**src/rtl/sfq_xor_driver_if.sv**
```systemverilog
// Operand handshake, SFQ pulse lines, cell readback and result reporting
// for the SFQ XOR cell stimulus driver.
interface sfq_xor_driver_if;
    logic       in_valid;
    logic       in_ready;
    logic       in_a;
    logic       in_b;
    logic       a_out;
    logic       b_out;
    logic       sclk_out;
    logic       out_in;
    logic       res_valid;
    logic       res_bit;
    logic       res_err;
    logic [7:0] err_cnt;
    logic       busy;

    modport master (
        output in_valid, in_a, in_b, out_in,
        input  in_ready, a_out, b_out, sclk_out, res_valid, res_bit, res_err, err_cnt, busy
    );

    modport slave (
        input  in_valid, in_a, in_b, out_in,
        output in_ready, a_out, b_out, sclk_out, res_valid, res_bit, res_err, err_cnt, busy
    );
endinterface

```
**src/rtl/sfq_xor_driver.sv**
```systemverilog
// Encodes an operand pair as SFQ toggles on a/b, clocks the XOR cell, then
// decodes the cell's toggling output against a reference captured at the clock pulse.
module sfq_xor_driver #(
    parameter int AB_GAP    = 2,
    parameter int SETUP_CYC = 2,
    parameter int LAT_CYC   = 4,
    parameter int HOLD_CYC  = 3
) (
    input  logic            clk,
    input  logic            rst,
    sfq_xor_driver_if.slave bus
);
    localparam int CW = 8;

    typedef enum logic [2:0] {
        IDLE, SEND_A, GAP_AB, SEND_B, SETUP, SEND_CLK, WAIT_OUT, HOLD
    } state_t;

    // Zero-length timed states are skipped entirely.
    localparam state_t POST_DATA = (SETUP_CYC == 0) ? SEND_CLK : SETUP;
    localparam state_t AFTER_A_B = (AB_GAP == 0)    ? SEND_B   : GAP_AB;

    state_t        state, nxt;
    logic [CW-1:0] cnt;
    logic          op_a, op_b;
    logic          sync1, sync2, out_ref;
    logic          dec_bit, dec_err;

    assign dec_bit = sync2 ^ out_ref;
    assign dec_err = dec_bit ^ (op_a ^ op_b);

    always_comb begin
        nxt = state;
        case (state)
            IDLE:     if (bus.in_valid && bus.in_ready)
                          nxt = bus.in_a ? SEND_A : (bus.in_b ? SEND_B : POST_DATA);
            SEND_A:   nxt = op_b ? AFTER_A_B : POST_DATA;
            GAP_AB:   if (cnt == '0) nxt = SEND_B;
            SEND_B:   nxt = POST_DATA;
            SETUP:    if (cnt == '0) nxt = SEND_CLK;
            SEND_CLK: nxt = WAIT_OUT;
            WAIT_OUT: if (cnt == '0) nxt = HOLD;
            HOLD:     if (cnt == '0) nxt = IDLE;
            default:  nxt = IDLE;
        endcase
    end

    // Entry actions are keyed on the state being entered so every pulse and
    // strobe appears one cycle after the decision, fully registered.
    always_ff @(posedge clk or posedge rst) begin
        if (rst) begin
            state         <= IDLE;
            cnt           <= '0;
            op_a          <= 1'b0;
            op_b          <= 1'b0;
            sync1         <= 1'b0;
            sync2         <= 1'b0;
            out_ref       <= 1'b0;
            bus.in_ready  <= 1'b0;
            bus.busy      <= 1'b0;
            bus.a_out     <= 1'b0;
            bus.b_out     <= 1'b0;
            bus.sclk_out  <= 1'b0;
            bus.res_valid <= 1'b0;
            bus.res_bit   <= 1'b0;
            bus.res_err   <= 1'b0;
            bus.err_cnt   <= '0;
        end else begin
            sync1         <= bus.out_in;
            sync2         <= sync1;
            state         <= nxt;
            bus.in_ready  <= (nxt == IDLE);
            bus.busy      <= (nxt != IDLE);
            bus.res_valid <= 1'b0;
            if (cnt != '0) cnt <= cnt - 1'b1;
            if (state == IDLE && nxt != IDLE) begin
                op_a <= bus.in_a;
                op_b <= bus.in_b;
            end
            if (nxt != state) begin
                case (nxt)
                    SEND_A:   bus.a_out <= ~bus.a_out;
                    GAP_AB:   cnt <= CW'(AB_GAP - 1);
                    SEND_B:   bus.b_out <= ~bus.b_out;
                    SETUP:    cnt <= CW'(SETUP_CYC - 1);
                    SEND_CLK: begin
                        bus.sclk_out <= ~bus.sclk_out;
                        out_ref      <= sync2;
                    end
                    WAIT_OUT: cnt <= CW'(LAT_CYC - 1);
                    HOLD: begin
                        cnt           <= CW'(HOLD_CYC - 1);
                        bus.res_valid <= 1'b1;
                        bus.res_bit   <= dec_bit;
                        bus.res_err   <= dec_err;
                        if (dec_err && bus.err_cnt != 8'hFF)
                            bus.err_cnt <= bus.err_cnt + 8'd1;
                    end
                    default: ;
                endcase
            end
        end
    end
endmodule

```
**src/flat_wrapper.sv**
```systemverilog
// flat-port wrapper written by rule: the top's interface ports become plain ports
module sfq_xor_driver_flat 
#(
    parameter int AB_GAP    = 2,
    parameter int SETUP_CYC = 2,
    parameter int LAT_CYC   = 4,
    parameter int HOLD_CYC  = 3
)
  (clk, rst, bus_in_valid, bus_in_a, bus_in_b, bus_out_in, bus_in_ready, bus_a_out, bus_b_out, bus_sclk_out, bus_res_valid, bus_res_bit, bus_res_err, bus_err_cnt, bus_busy);
  sfq_xor_driver_if bus_i ();
  input  logic clk;
  input  logic rst;
  input wire logic [$bits(bus_i.in_valid)-1:0] bus_in_valid;
  input wire logic [$bits(bus_i.in_a)-1:0] bus_in_a;
  input wire logic [$bits(bus_i.in_b)-1:0] bus_in_b;
  input wire logic [$bits(bus_i.out_in)-1:0] bus_out_in;
  output wire logic [$bits(bus_i.in_ready)-1:0] bus_in_ready;
  output wire logic [$bits(bus_i.a_out)-1:0] bus_a_out;
  output wire logic [$bits(bus_i.b_out)-1:0] bus_b_out;
  output wire logic [$bits(bus_i.sclk_out)-1:0] bus_sclk_out;
  output wire logic [$bits(bus_i.res_valid)-1:0] bus_res_valid;
  output wire logic [$bits(bus_i.res_bit)-1:0] bus_res_bit;
  output wire logic [$bits(bus_i.res_err)-1:0] bus_res_err;
  output wire logic [$bits(bus_i.err_cnt)-1:0] bus_err_cnt;
  output wire logic [$bits(bus_i.busy)-1:0] bus_busy;
  assign bus_i.in_valid = bus_in_valid;
  assign bus_i.in_a = bus_in_a;
  assign bus_i.in_b = bus_in_b;
  assign bus_i.out_in = bus_out_in;
  assign bus_in_ready = bus_i.in_ready;
  assign bus_a_out = bus_i.a_out;
  assign bus_b_out = bus_i.b_out;
  assign bus_sclk_out = bus_i.sclk_out;
  assign bus_res_valid = bus_i.res_valid;
  assign bus_res_bit = bus_i.res_bit;
  assign bus_res_err = bus_i.res_err;
  assign bus_err_cnt = bus_i.err_cnt;
  assign bus_busy = bus_i.busy;
  sfq_xor_driver #(.AB_GAP(AB_GAP), .SETUP_CYC(SETUP_CYC), .LAT_CYC(LAT_CYC), .HOLD_CYC(HOLD_CYC)) u_core (.clk(clk), .rst(rst), .bus(bus_i));
endmodule
```
**config.mk**
```make
export PLATFORM = sky130hd
export DESIGN_NAME = sfq_xor_driver_flat
export DESIGN_NICKNAME = d
export VERILOG_FILES = /design/src/rtl/sfq_xor_driver_if.sv /design/src/rtl/sfq_xor_driver.sv /design/src/flat_wrapper.sv
export SDC_FILE = /design/constraint.sdc
export NUM_CORES = 1
export LEC_CHECK = 0
export BUFFER_PORTS_ARGS = -buffer_cell sky130_fd_sc_hd__buf_2
export CORE_ASPECT_RATIO = 1.2
export CORE_MARGIN = 3
export CORE_UTILIZATION = 45
export DETAILED_ROUTE_END_ITERATION = 12
export HOLD_SLACK_MARGIN = 0.03
export PLACE_DENSITY = 0.68
export REMOVE_ABC_BUFFERS = 1
export SLEW_MARGIN = 20
export SYNTH_ARGS = -nofsm -noshare
export SYNTH_HDL_FRONTEND = slang
export SYNTH_SLANG_ARGS = --single-unit
```
**constraint.sdc**
```tcl
create_clock -name clk -period 3.5 [get_ports clk]
set_clock_uncertainty 0.15 [all_clocks]
set_input_delay 0.7 -clock clk [delete_from_list [all_inputs] [get_ports clk]]
set_output_delay 0.7 -clock clk [all_outputs]
set_load 0.02 [all_outputs]
```
==> flow_metrics.tcl <==
set metrics [dict create \
    met2_usage_pct 26.08 \
    die_x_um 60.27 \
    crit_path_end "u_core.cnt[7]$_DFF_PP0_" \
    cts_resized 0 \
    n_antenna_cell 0 \
    cp_top_family "compound AO/OA/AOI/OAI gates" \
    p_int_mw 0.8856 \
    cts_root_buffer "clkbuf_8" \
    portBuffers 21 \
    setup-violations-final 0 \
    cts_buffer_depth 2 \
    startpoint "u_core.cnt[0]$_DFF_PP0_" \
    drt-initial-drc-count 22 \
    gp_congestion 0.9171 \
    maxSlewHeadroom_pct 53.37 \
    grt_util_all_layers_pct 16.71 \
    vias_per_cell 5.472 \
    largest_registers "u_core.bus.err_cnt: 8 flops, u_core.cnt: 8 flops, u_core.state: 3 flops" \
    coreArea_um2 3367 \
    p_switching_mw 0.6275 \
    post-route-min-period_ps 2764 \
    critPathSlowestCell "o21ai_0" \
    r2r-start "u_core.cnt[0]$_DFF_PP0_" \
    ant_nets 0 \
    grt_busiest_layer "met2" \
    antenna_found_initial 0 \
    maxCapViolCount 0 \
    wl_um 3026 \
    pwr-share-seq_pct 39.6 \
    vdd_drop_max_uv 513.7 \
    cts_inserted_buffers 5 \
    grt_pass1_wl_um 5326 \
    synth_warnings 0 \
    crit_type "reg -> reg" \
    worstPathArrival_ps 2760 \
    grt_util_met1_pct 20.73 \
    synth_ff_type "dfrtp_1" \
    drive_above_1_share_pct 24.29 \
    tns_ps 0 \
    hold_viol 0 \
    worst-path-stages 8 \
    ios 22 \
    nets 184 \
    rsz0062_at_grt "false" \
    critical_path_peak_fanout 6 \
    num_rows 23 \
    cts_tree "yes" \
    combPwrFrac_pct 41.7 \
    wire_per_inst_um 14.14 \
    gr-usage-met3_pct 5.474 \
    final_min_period_over_clock_period_pct 78.98 \
    grt-ovfl-total 0 \
    syn_inst 151 \
    cts_setup_buffers 0 \
    slew_viol_final 0 \
    design.die.area_um2 4286 \
    max_clock_freq_mhz 361.8 \
    crit_path_start_kind "flip-flop" \
    reg2reg_to "u_core.cnt[7]$_DFF_PP0_" \
    worst_pin_slew_ps 692.1 \
    cp_cell_sequence "inv_1, ha_1, nor4b_2, nand2_1, a22oi_1, a21oi_1, o21ai_0, nor2_1" \
    clk_latency_ps 290 \
    hold_path.class "reg -> reg" \
    path_buf_inv 1 \
    cp_data_required_time_ps 3490 \
    synthToLayoutAreaGrowth_pct 14.63 \
    grt_max_degree 33 \
    postCtsHoldBufs 0 \
    cts_sinks 32 \
    start_util_pct 47.23 \
    ys_types 42 \
    via_count 1171 \
    dp_hpwl_um 2200 \
    p_sw_share_pct 41.47 \
    ys_async_sr_fraction_pct 100.0 \
    ys_seq_area_share_pct 50.35 \
    ff2ff_path_depth 8 \
    synth-edff-count 0 \
    p_leak_nw 0.8746 \
    synth.avg_cell_area_um2 10.53 \
    pwr_density_cell_nw_per_um2 830.0 \
    outcome "finished clean" \
    drtPass1Iterations 4 \
    grt_pass1_vias 1170 \
    crit_path_end_kind "flip-flop" \
    synth_area_um2 1590 \
    fin_util_pct 54.14 \
    dieHeight_um 71.12 \
    slowest_delay_ps 570 \
    cts.htree.levels 2 \
    path_clk_slew_ps 70 \
    route.detailed.drc 0 \
    power_frac_clock_pct 18.8 \
    r2r_slack_ps 740 \
    ys_ff_latch 32 \
]
## cell families (layout without fill, tap and decap cells)
logic type | after synthesis | after routing | synth area share, %
AO/OA/AOI/OAI | 23 | 23 | 9.678
multiplexers | 4 | 4 | 2.832
flip-flops | 32 | 32 | 50.35
adder cells (fa/ha/maj) | 3 | 3 | 2.203
AND/OR/NAND/NOR | 58 | 58 | 21.95
XOR/XNOR | 18 | 18 | 9.913
buffers and inverters | 13 | 39 | 3.068
## layout make-up
type | instances | area (um^2)
sequential | 32 | 800.8
clock inverter | 2 | 16.27
timing repair buffer | 22 | 112.6
inverter | 9 | 33.78
tap | 37 | 46.29
clock buffer | 6 | 72.57
multi-input combinational | 106 | 740.7
fill | 300 | 1544
## metal layers
layer,wire length [um],vias to the layer above
li1,-,578
met1,1270,558
met2,1547,29
met3,147,6
met4,61,0
met5,0,-
## Yosys cell counts (2+ instances only)
cell	instances	area [um^2]
a21oi_1	7	35.03
a31oi_1	3	18.77
clkbuf_1	4	15.01
dfrtp_1	32	800.8
ha_1	2	25.02
inv_1	9	33.78
mux2_2	3	33.78
nand2_1	10	37.54
nand2b_1	2	12.51
nand3_1	6	30.03
nand4_1	4	25.02
nor2_1	18	67.56
nor3_1	4	20.02
o21ai_0	3	15.01
xnor2_1	11	96.34
xor2_1	7	61.31
## how the worst min path moves through the flow
stage,from,to,slack [ps],depth (start not counted)
detailed placement,u_core.sync1$_DFF_PP0_,u_core.sync2$_DFF_PP0_,200,0
finish,u_core.sync1$_DFF_PP0_,u_core.sync2$_DFF_PP0_,210,0
global route,u_core.sync1$_DFF_PP0_,u_core.sync2$_DFF_PP0_,220,0
CTS,u_core.sync1$_DFF_PP0_,u_core.sync2$_DFF_PP0_,210,0
floorplan,u_core.sync1$_DFF_PP0_,u_core.sync2$_DFF_PP0_,180,0
global placement,u_core.sync1$_DFF_PP0_,u_core.sync2$_DFF_PP0_,190,0
## placed cells by master, fill, tap and decap left out, drive strengths merged, types with 6 or more instances in the layout
cell type	instances
clkbuf	6
nor2	18
buf	22
xor2	7
dfrtp	32
a21oi	8
nand2	10
xnor2	11
nand3	7
inv	9
## power by group through the flow
stage	registers (mW)	logic [mW]	clock network (mW)
final	0.599	0.630	0.284
after detailed placement	0.603	0.634	0
after global placement	0.595	0.614	0
after CTS	0.598	0.641	0.293
after floorplan	0.636	0.440	0
after global routing	0.617	0.704	0.310
## metrics by stage
stage	hold WS [ps]	total power [mW]	instances	instance area [um^2]	setup slack [ps]
final	206.9	1.513	214	1823	735.8
after global routing	221.5	1.631	214	1823	448.5
after CTS	210.9	1.532	214	1823	727.9
after detailed placement	195.7	1.237	206	1734	753.4
after global placement	193.2	1.209	206	1734	874.9
after floorplan	181.2	1.076	147	1575	967.6
Power figures use the tool's default switching activity.
